$ cat config.mk
export PLATFORM = sky130hd
export DESIGN_NAME = age_res_station_flat
export DESIGN_NICKNAME = d
export VERILOG_FILES = /design/src/rtl/CDB_types.sv /design/src/rtl/age_res_station_pkg.sv /design/src/rtl/age_res_station_if.sv /design/src/rtl/age_res_station_age_matrix_sel.sv /design/src/rtl/age_res_station.sv /design/src/flat_wrapper.sv
export SDC_FILE = /design/constraint.sdc
export NUM_CORES = 1
export LEC_CHECK = 0
export CORE_MARGIN = 5
export CORE_UTILIZATION = 50
export DETAILED_ROUTE_END_ITERATION = 12
export PLACE_DENSITY_LB_ADDON = 0.08
export SYNTH_ARGS = -nofsm -noshare
export SYNTH_HDL_FRONTEND = slang
export SYNTH_SLANG_ARGS = --single-unit
$ cat constraint.sdc
create_clock -name clk -period 4.85 [get_ports clk]
set_input_delay 0.485 -clock clk [delete_from_list [all_inputs] [get_ports clk]]
set_output_delay 0.485 -clock clk [all_outputs]
set_load 0.01 [all_outputs]
$ cat src/rtl/CDB_types.sv
// Shared rename/CDB types used across the issue path: physical register file
// sizing, branch-dependency tags and the reservation-station entry layout.
package CDB_types;
    localparam int CDB_NUM   = 2;
    localparam int P_REG_NUM = 64;
    localparam int EBR_NUM   = 4;
    localparam int ROB_DEPTH = 16;

    typedef struct packed {
        logic [EBR_NUM-1:0]                        valid;
        logic [EBR_NUM-1:0][$clog2(ROB_DEPTH):0]   rob_tags;
    } depen_t;

    typedef struct packed {
        logic                         valid;
        logic [$clog2(P_REG_NUM)-1:0] ps1_idx;
        logic                         ps1_valid;
        logic [$clog2(P_REG_NUM)-1:0] ps2_idx;
        logic                         ps2_valid;
        depen_t                       depen;
    } res_station_t;
endpackage

$ cat src/rtl/age_res_station_pkg.sv
// Local widths and helpers for the age-ordered reservation station.
package age_res_station_pkg;
    import CDB_types::*;

    localparam int EBR_W     = $clog2(EBR_NUM);
    localparam int ROB_TAG_W = $clog2(ROB_DEPTH) + 1;

    // True when an entry depends on the branch being recovered.
    function automatic logic depen_hit(input depen_t d,
                                       input logic [EBR_W-1:0] ridx,
                                       input logic [ROB_TAG_W-1:0] rob);
        return d.valid[ridx] && (d.rob_tags[ridx] == rob);
    endfunction
endpackage

$ cat src/rtl/age_res_station_if.sv
// Dispatch/issue/CDB/recovery bundle between rename, the station and its FU.
interface age_res_station_if
    import CDB_types::*, age_res_station_pkg::*;
#(
    parameter int RES_DEPTH = 8,
    parameter int CDB_PORTS = CDB_NUM,
    parameter int PREG_W    = $clog2(P_REG_NUM)
) ();
    // Dispatch: in is taken on a clock edge where write && in.valid && !full &&
    // !early_flush; otherwise it is dropped. Issue: out is consumed on the edge
    // where out_valid is high; out_valid already includes ready, so no stall.
    logic                             write;
    res_station_t                     in;
    logic                             full;
    logic [$clog2(RES_DEPTH):0]       count;
    logic                             ready;
    logic                             out_valid;
    res_station_t                     out;
    logic [CDB_PORTS-1:0]             cdb_valid;
    logic [CDB_PORTS-1:0][PREG_W-1:0] cdb_pd_array;
    logic                             early_flush;
    logic [EBR_W-1:0]                 recover_idx;
    logic [ROB_TAG_W-1:0]             depen_rob;

    modport master (
        output write, in, ready, cdb_valid, cdb_pd_array,
               early_flush, recover_idx, depen_rob,
        input  full, count, out_valid, out
    );

    modport slave (
        input  write, in, ready, cdb_valid, cdb_pd_array,
               early_flush, recover_idx, depen_rob,
        output full, count, out_valid, out
    );
endinterface

$ cat src/rtl/age_res_station_age_matrix_sel.sv
// Age matrix with allocate/deallocate updates and oldest-requester select.
// older_q[i][j] = 1 means slot i was allocated before slot j.
module age_matrix_sel #(
    parameter int RES_DEPTH = 8
) (
    input  logic                 clk,
    input  logic                 rst,
    input  logic [RES_DEPTH-1:0] alloc,
    input  logic [RES_DEPTH-1:0] dealloc,
    input  logic [RES_DEPTH-1:0] req,
    output logic [RES_DEPTH-1:0] grant
);
    logic [RES_DEPTH-1:0] older_q [RES_DEPTH];
    logic [RES_DEPTH-1:0] occ_q;
    logic [RES_DEPTH-1:0] blocked;

    always_comb begin
        blocked = '0;
        for (int i = 0; i < RES_DEPTH; i++) begin
            for (int j = 0; j < RES_DEPTH; j++) begin
                if (j != i && req[j] && older_q[j][i]) blocked[i] = 1'b1;
            end
        end
        grant = req & ~blocked;
    end

    // A new slot is younger than everything already resident; leaving slots
    // drop out of both their row and column.
    always_ff @(posedge clk) begin
        if (rst) begin
            occ_q <= '0;
            for (int i = 0; i < RES_DEPTH; i++) older_q[i] <= '0;
        end else begin
            occ_q <= (occ_q & ~dealloc) | alloc;
            for (int i = 0; i < RES_DEPTH; i++) begin
                for (int j = 0; j < RES_DEPTH; j++) begin
                    if (dealloc[i] || dealloc[j])
                        older_q[i][j] <= 1'b0;
                    else if (alloc[j])
                        older_q[i][j] <= occ_q[i];
                    else if (alloc[i])
                        older_q[i][j] <= 1'b0;
                end
            end
        end
    end
endmodule

$ cat src/rtl/age_res_station.sv
// Out-of-order reservation station: any-slot allocate, CDB wakeup with
// dispatch bypass, oldest-ready issue and selective squash on branch recovery.
module age_res_station
    import CDB_types::*, age_res_station_pkg::*;
#(
    parameter int RES_DEPTH = 8,
    parameter int CDB_PORTS = CDB_NUM,
    parameter int PREG_W    = $clog2(P_REG_NUM)
) (
    input  logic             clk,
    input  logic             rst,
    age_res_station_if.slave rs
);
    localparam int CNT_W = $clog2(RES_DEPTH) + 1;

    res_station_t         ent_q [RES_DEPTH];
    res_station_t         new_ent;
    res_station_t         win_ent;
    logic [RES_DEPTH-1:0] valid_vec;
    logic [RES_DEPTH-1:0] cand;
    logic [RES_DEPTH-1:0] lowest_free;
    logic [RES_DEPTH-1:0] alloc_oh;
    logic [RES_DEPTH-1:0] squash;
    logic [RES_DEPTH-1:0] dealloc;
    logic [RES_DEPTH-1:0] grant;
    logic                 accept;
    logic                 issue;
    logic                 full_q;
    logic [CNT_W-1:0]     count_q;
    logic [CNT_W-1:0]     count_next;

    function automatic logic cdb_hit(input logic [PREG_W-1:0]                 idx,
                                     input logic [CDB_PORTS-1:0]              v,
                                     input logic [CDB_PORTS-1:0][PREG_W-1:0]  pd);
        logic hit;
        hit = 1'b0;
        for (int k = 0; k < CDB_PORTS; k++) begin
            if (v[k] && pd[k] == idx) hit = 1'b1;
        end
        return hit;
    endfunction

    always_comb begin
        for (int i = 0; i < RES_DEPTH; i++) begin
            valid_vec[i] = ent_q[i].valid;
            cand[i]      = ent_q[i].valid && ent_q[i].ps1_valid && ent_q[i].ps2_valid;
            squash[i]    = rs.early_flush && ent_q[i].valid &&
                           depen_hit(ent_q[i].depen, rs.recover_idx, rs.depen_rob);
        end
    end

    assign accept      = rs.write && rs.in.valid && !full_q && !rs.early_flush;
    assign issue       = rs.ready && (|cand) && !rs.early_flush;
    // Isolate the lowest clear bit of the occupancy vector.
    assign lowest_free = ~valid_vec & (valid_vec + RES_DEPTH'(1));
    assign alloc_oh    = accept ? lowest_free : '0;
    assign dealloc     = (issue ? grant : '0) | squash;
    assign count_next  = count_q + CNT_W'(accept) - CNT_W'(issue) - CNT_W'($countones(squash));

    always_comb begin
        new_ent           = rs.in;
        new_ent.ps1_valid = rs.in.ps1_valid || cdb_hit(rs.in.ps1_idx, rs.cdb_valid, rs.cdb_pd_array);
        new_ent.ps2_valid = rs.in.ps2_valid || cdb_hit(rs.in.ps2_idx, rs.cdb_valid, rs.cdb_pd_array);
    end

    always_comb begin
        win_ent = '0;
        for (int i = 0; i < RES_DEPTH; i++) begin
            if (grant[i]) win_ent = ent_q[i];
        end
    end

    assign rs.out_valid = issue;
    assign rs.out       = issue ? win_ent : '0;
    assign rs.full      = full_q;
    assign rs.count     = count_q;

    age_matrix_sel #(.RES_DEPTH(RES_DEPTH)) u_age (
        .clk     (clk),
        .rst     (rst),
        .alloc   (alloc_oh),
        .dealloc (dealloc),
        .req     (cand),
        .grant   (grant)
    );

    // Squash and issue take priority over wakeup for the same slot.
    always_ff @(posedge clk) begin
        if (rst) begin
            for (int i = 0; i < RES_DEPTH; i++) ent_q[i] <= '0;
            count_q <= '0;
            full_q  <= 1'b0;
        end else begin
            for (int i = 0; i < RES_DEPTH; i++) begin
                if (dealloc[i]) begin
                    ent_q[i] <= '0;
                end else if (alloc_oh[i]) begin
                    ent_q[i] <= new_ent;
                end else if (ent_q[i].valid) begin
                    if (cdb_hit(ent_q[i].ps1_idx, rs.cdb_valid, rs.cdb_pd_array))
                        ent_q[i].ps1_valid <= 1'b1;
                    if (cdb_hit(ent_q[i].ps2_idx, rs.cdb_valid, rs.cdb_pd_array))
                        ent_q[i].ps2_valid <= 1'b1;
                end
            end
            count_q <= count_next;
            full_q  <= (count_next == CNT_W'(RES_DEPTH));
        end
    end
endmodule
$ cat src/flat_wrapper.sv
// flat-port wrapper written by rule: the top's interface ports become plain ports
module age_res_station_flat import CDB_types::*, age_res_station_pkg::*;
#(
    parameter int RES_DEPTH = 8,
    parameter int CDB_PORTS = CDB_NUM,
    parameter int PREG_W    = $clog2(P_REG_NUM)
)
  (clk, rst, rs_write, rs_in, rs_ready, rs_cdb_valid, rs_cdb_pd_array, rs_early_flush, rs_recover_idx, rs_depen_rob, rs_full, rs_count, rs_out_valid, rs_out);
  age_res_station_if #(.RES_DEPTH(RES_DEPTH), .CDB_PORTS(CDB_PORTS), .PREG_W(PREG_W)) rs_i ();
  input  logic clk;
  input  logic rst;
  input wire logic [$bits(rs_i.write)-1:0] rs_write;
  input wire logic [$bits(rs_i.in)-1:0] rs_in;
  input wire logic [$bits(rs_i.ready)-1:0] rs_ready;
  input wire logic [$bits(rs_i.cdb_valid)-1:0] rs_cdb_valid;
  input wire logic [$bits(rs_i.cdb_pd_array)-1:0] rs_cdb_pd_array;
  input wire logic [$bits(rs_i.early_flush)-1:0] rs_early_flush;
  input wire logic [$bits(rs_i.recover_idx)-1:0] rs_recover_idx;
  input wire logic [$bits(rs_i.depen_rob)-1:0] rs_depen_rob;
  output wire logic [$bits(rs_i.full)-1:0] rs_full;
  output wire logic [$bits(rs_i.count)-1:0] rs_count;
  output wire logic [$bits(rs_i.out_valid)-1:0] rs_out_valid;
  output wire logic [$bits(rs_i.out)-1:0] rs_out;
  assign rs_i.write = rs_write;
  assign rs_i.in = rs_in;
  assign rs_i.ready = rs_ready;
  assign rs_i.cdb_valid = rs_cdb_valid;
  assign rs_i.cdb_pd_array = rs_cdb_pd_array;
  assign rs_i.early_flush = rs_early_flush;
  assign rs_i.recover_idx = rs_recover_idx;
  assign rs_i.depen_rob = rs_depen_rob;
  assign rs_full = rs_i.full;
  assign rs_count = rs_i.count;
  assign rs_out_valid = rs_i.out_valid;
  assign rs_out = rs_i.out;
  age_res_station #(.RES_DEPTH(RES_DEPTH), .CDB_PORTS(CDB_PORTS), .PREG_W(PREG_W)) u_core (.clk(clk), .rst(rst), .rs(rs_i));
endmodule
==> flow_summary_export.csv <==
group,metric,value,unit
cts,clock_latency,0.59,ns
setup_path,crit_chain,"buf_4 -> nand4_1 -> and4_2 -> nand2_1 -> buf_4 -> a221oi_1 -> o221ai_1 -> a21oi_1 -> clkdlybuf4s50_1",
hold_path,whs_path_depth,2,
detailed_routing,via_per_inst,6.74,
sta,worstMarginPinSlew,1.14,ns
synth,synth_largest_area_cell,"edfxtp_1",
sta,final_hold_viol_count,0,
synth,yosysWarnings,0,
synth,synth_area,22500,sq um
sta,period_share,97.2,%
run_status,status,"finished clean",
floorplan,initial_core_util,50.7,%
cts,cts_hold_buffers,0,
hold_path,hold_path_end,"u_core.u_age.occ_q[3]$_SDFF_PP0_",
detailed_routing,drtIter0Drc,2823,
power_and_ir_drop,p_per_area,304,nW/um^2
cells_and_area,area_growth,15.7,%
synth,ys.flop_type,"edfxtp_1",
power_and_ir_drop,p_leak,9.83,nW
global_route,antenna_found_initial,2,
cells_and_area,fill_cells,3772,
floorplan,die_h,222,um
setup_path,max_stage_delay,0.65,ns
floorplan,fp.dieW,222,um
synth,synth_simple_gate_area_share,18.0,%
floorplan,coreArea,44300,sq um
sta,setup_viol,0,
detailed_routing,routedWlPerCell,30.5,um
cts,cts.sinks,381,
cells_and_area,post-route-util,58.6,%
cts,clkTransAtPathRegs,0.06,ns
cts,htree_levels,2,
sta,rsz0062_at_grt,"true",
sta,fmax,0.212,GHz
setup_path,cp.arrival,4.23,ns
floorplan,rows,77,
cts,cts_resized,0,
flow_run,max_cap_viol_count,0,
floorplan,boundaryPins,110,
cts,clock_path_buffers,3,
cells_and_area,drive_above_1_share,12.8,%
global_route,grt_max_degree,74,
setup_path,start_kind,"flip-flop",
floorplan,dieArea,49300,sq um
sta,slew_headroom,24.0,%
setup_path,crit_slowest_cell,"clkdlybuf4s50_1",
setup_path,crit_type,"flip-flop to output port",
sta,finClkSkew,0.0265,ns
setup_path,rr_worst_depth,17,
cts,numCtsBuffers,44,
place,dpl_cell_area,24600,sq um
synth,synthCells,1981,
sta,slew_viol_final,0,
sta,finalCriticalPeriod,4.71,ns
global_route,grt_use_total,32.3,%
detailed_routing,vias,18200,
cts,cts-root-buf,"clkbuf_16",
cells_and_area,n_antenna_cell,0,
setup_path,r2r-start,"u_core.ent_q[0][196]$_SDFFCE_PN0P_",
setup_path,required,4.37,ns
synth,synth_top_area_share,49.2,%
place,dp_hpwl,55.3,mm
global_route,grt_pass1_vias,17300,
detailed_routing,remaining_drc_errors,0,
synth,muxShareOfSynthArea,4.98,%
setup_path,rr_endpoint,"u_core.rs.full$_SDFF_PP0_",
synth,synth_xor_area_share,10.1,%
hold_path,min-delay-start,"u_core.u_age.occ_q[3]$_SDFF_PP0_",
synth,yosysSeqAreaShare,50.4,%
setup_path,cp_common_cell,"buf_4",
synth,postSynth.asyncResetShare,0,%
place,io_buffers,109,
synth,synth_compound_area_share,11.0,%
global_route,gr-total-overflow,0,
setup_path,crit_fanout,39,
sta,hold_ws,0.476,ns
detailed_routing,firstDrtPassIters,9,
cells_and_area,fin_area,26000,sq um
synth,synth_cell_type_count,74,
synth,ys_seq_elements,381,
synth,synth_area_per_cell,11.3,sq um
setup_path,crit_start,"u_core.ent_q[0][272]$_SDFFCE_PP0P_",
synth,synth_top_family_by_area,"simple AND/OR/NAND/NOR gates",
place,place_congestion,0.969,
setup_path,crit_path_end_kind,"output port",
detailed_routing,ant_nets,0,
synth,synth_nets,2062,
cts,post_cts_buffers,0,
detailed_routing,wl,82.1,mm
sta,fin_tns_setup,0,ns
setup_path,reg2reg_slack,0.15,ns
synth,synth_edf_count,368,
global_route,grt_first_pass_wirelength,120,mm
hold_path,hp-class,"flip-flop to flip-flop",
cells_and_area,fin_nets,2149,
synth,synth_fa_ha_area_share,1.13,%
synth,synthTopCellsByArea,"edfxtp_1, and2_1, xnor2_1",
cts,tritoncts,"done",
power_and_ir_drop,ir_drop,0.245,mV
==> cell type report <==
| class | count | area, sq um | area share (%) |
|---|---|---|---|
| repair buffers | 235 | 2200 | 8.48 |
| multi-input cells | 1360 | 10200 | 39.4 |
| clock inverters | 24 | 150 | 0.578 |
| flip-flops and latches | 381 | 11300 | 43.5 |
| clock buffers | 56 | 1170 | 4.49 |
| inverters | 46 | 173 | 0.664 |
| well taps | 592 | 741 | 2.85 |
==> layer usage <==
layer / track usage, % / vias up / part of all wire [%]
li1: - / 7587 / -
met1: 47.8 / 9023 / 41
met2: 47.0 / 1344 / 43
met3: 8.42 / 197 / 13
met4: 9.84 / 0 / 3.3
met5: 0 / - / 0
==> flip-flops by register name, summed over array words and instances (netlist names) <==
register,flops
u_core.rs.count,4
u_core.u_age.occ_q,8
u_core.rs.full,1
u_core.u_age.older_q,56
u_core.ent_q,312
==> synth_stat cells, types with 4 or more instances <==
cell and n:
clkbuf_2 4, inv_1 46, nor4_1 37, nand4b_1 4
dfxtp_1 13, mux4_2 29, nand2b_1 8, nand2_1 93
or4_1 4, a22oi_1 4, nand4_1 68, clkbuf_1 149
o221ai_1 68, nor2_1 58, nor2b_1 14, o31ai_1 4
nand3_1 54, mux2i_1 12, mux2_2 5, fa_1 7
a221oi_1 68, buf_2 13, and4_1 6, buf_1 17
o2111ai_1 13, a211o_1 4, nor3_1 12, edfxtp_1 368
a22o_1 6, and3_1 98, ha_1 9, o21ai_0 49
or2_2 8, a21oi_1 43, mux4_1 11, buf_4 6
xnor2_1 143, a21o_1 36, xor2_1 116, and2_1 219
==> stage by stage <==
step | worst slack (ns) | cells | total power, mW
CTS | 0.00403 | 2694 | 7.89
global placement | -0.303 | 2614 | 4.77
floorplan | 0.00983 | 1981 | 4.38
finish | 0.138 | 2694 | 7.90
global route | -0.0633 | 2694 | 8.11
detailed placement | -0.362 | 2614 | 4.79
==> worst max-delay path: cells and delay by family, from the launching register on <==
kind	cells	cell delay [ns]
buffers and inverters	3	1.22
AO/OA/AOI/OAI	3	1.10
AND/OR/NAND/NOR	3	0.72
flip-flops	1	0.58
==> how the worst max path moves through the flow <==
stage | to | slack (ns) | cells past startpoint
global placement | u_core.rs.full$_SDFF_PP0_ | -0.30 | 23
floorplan | u_core.rs.full$_SDFF_PP0_ | 0.01 | 20
detailed placement | u_core.rs.full$_SDFF_PP0_ | -0.36 | 23
CTS | rs_out[18] | 0.004 | 9
global route | u_core.rs.full$_SDFF_PP0_ | -0.06 | 17
finish | rs_out[21] | 0.14 | 9
==> cell usage in the layout (no fill, tap or decap), types with 14 or more instances in the layout <==
cell type | Yosys | routed
a21o_1 | 36 | 36
a21oi_1 | 43 | 43
a221oi_1 | 68 | 68
and2_1 | 219 | 219
and3_1 | 98 | 98
buf_12 | 2 | 14
buf_4 | 6 | 113
clkbuf_16 | 0 | 45
clkdlybuf4s50_1 | 0 | 107
edfxtp_1 | 368 | 368
inv_1 | 46 | 40
mux4_2 | 29 | 30
nand2_1 | 93 | 92
nand3_1 | 54 | 54
nand4_1 | 68 | 68
nor2_1 | 58 | 56
nor4_1 | 37 | 37
o21ai_0 | 49 | 49
o221ai_1 | 68 | 68
xnor2_1 | 143 | 139
xor2_1 | 116 | 116
==> cells by family after synthesis <==
group           count (synthesis)
xor+xnor                      259
fa+ha+maj                      16
buf+inv                       240
mux                            57
compound gates                324
flops                         381
simple gates                  704
==> power breakdown <==
part / internal (mW) / switching [mW] / total [mW]
Sequential: 3.74 / 0.132 / 3.87
Combinational: 0.366 / 0.514 / 0.880
Clock: 1.76 / 1.39 / 3.15
Total: 5.87 / 2.04 / 7.90
No activity file was read; power rests on OpenSTA's default activity.
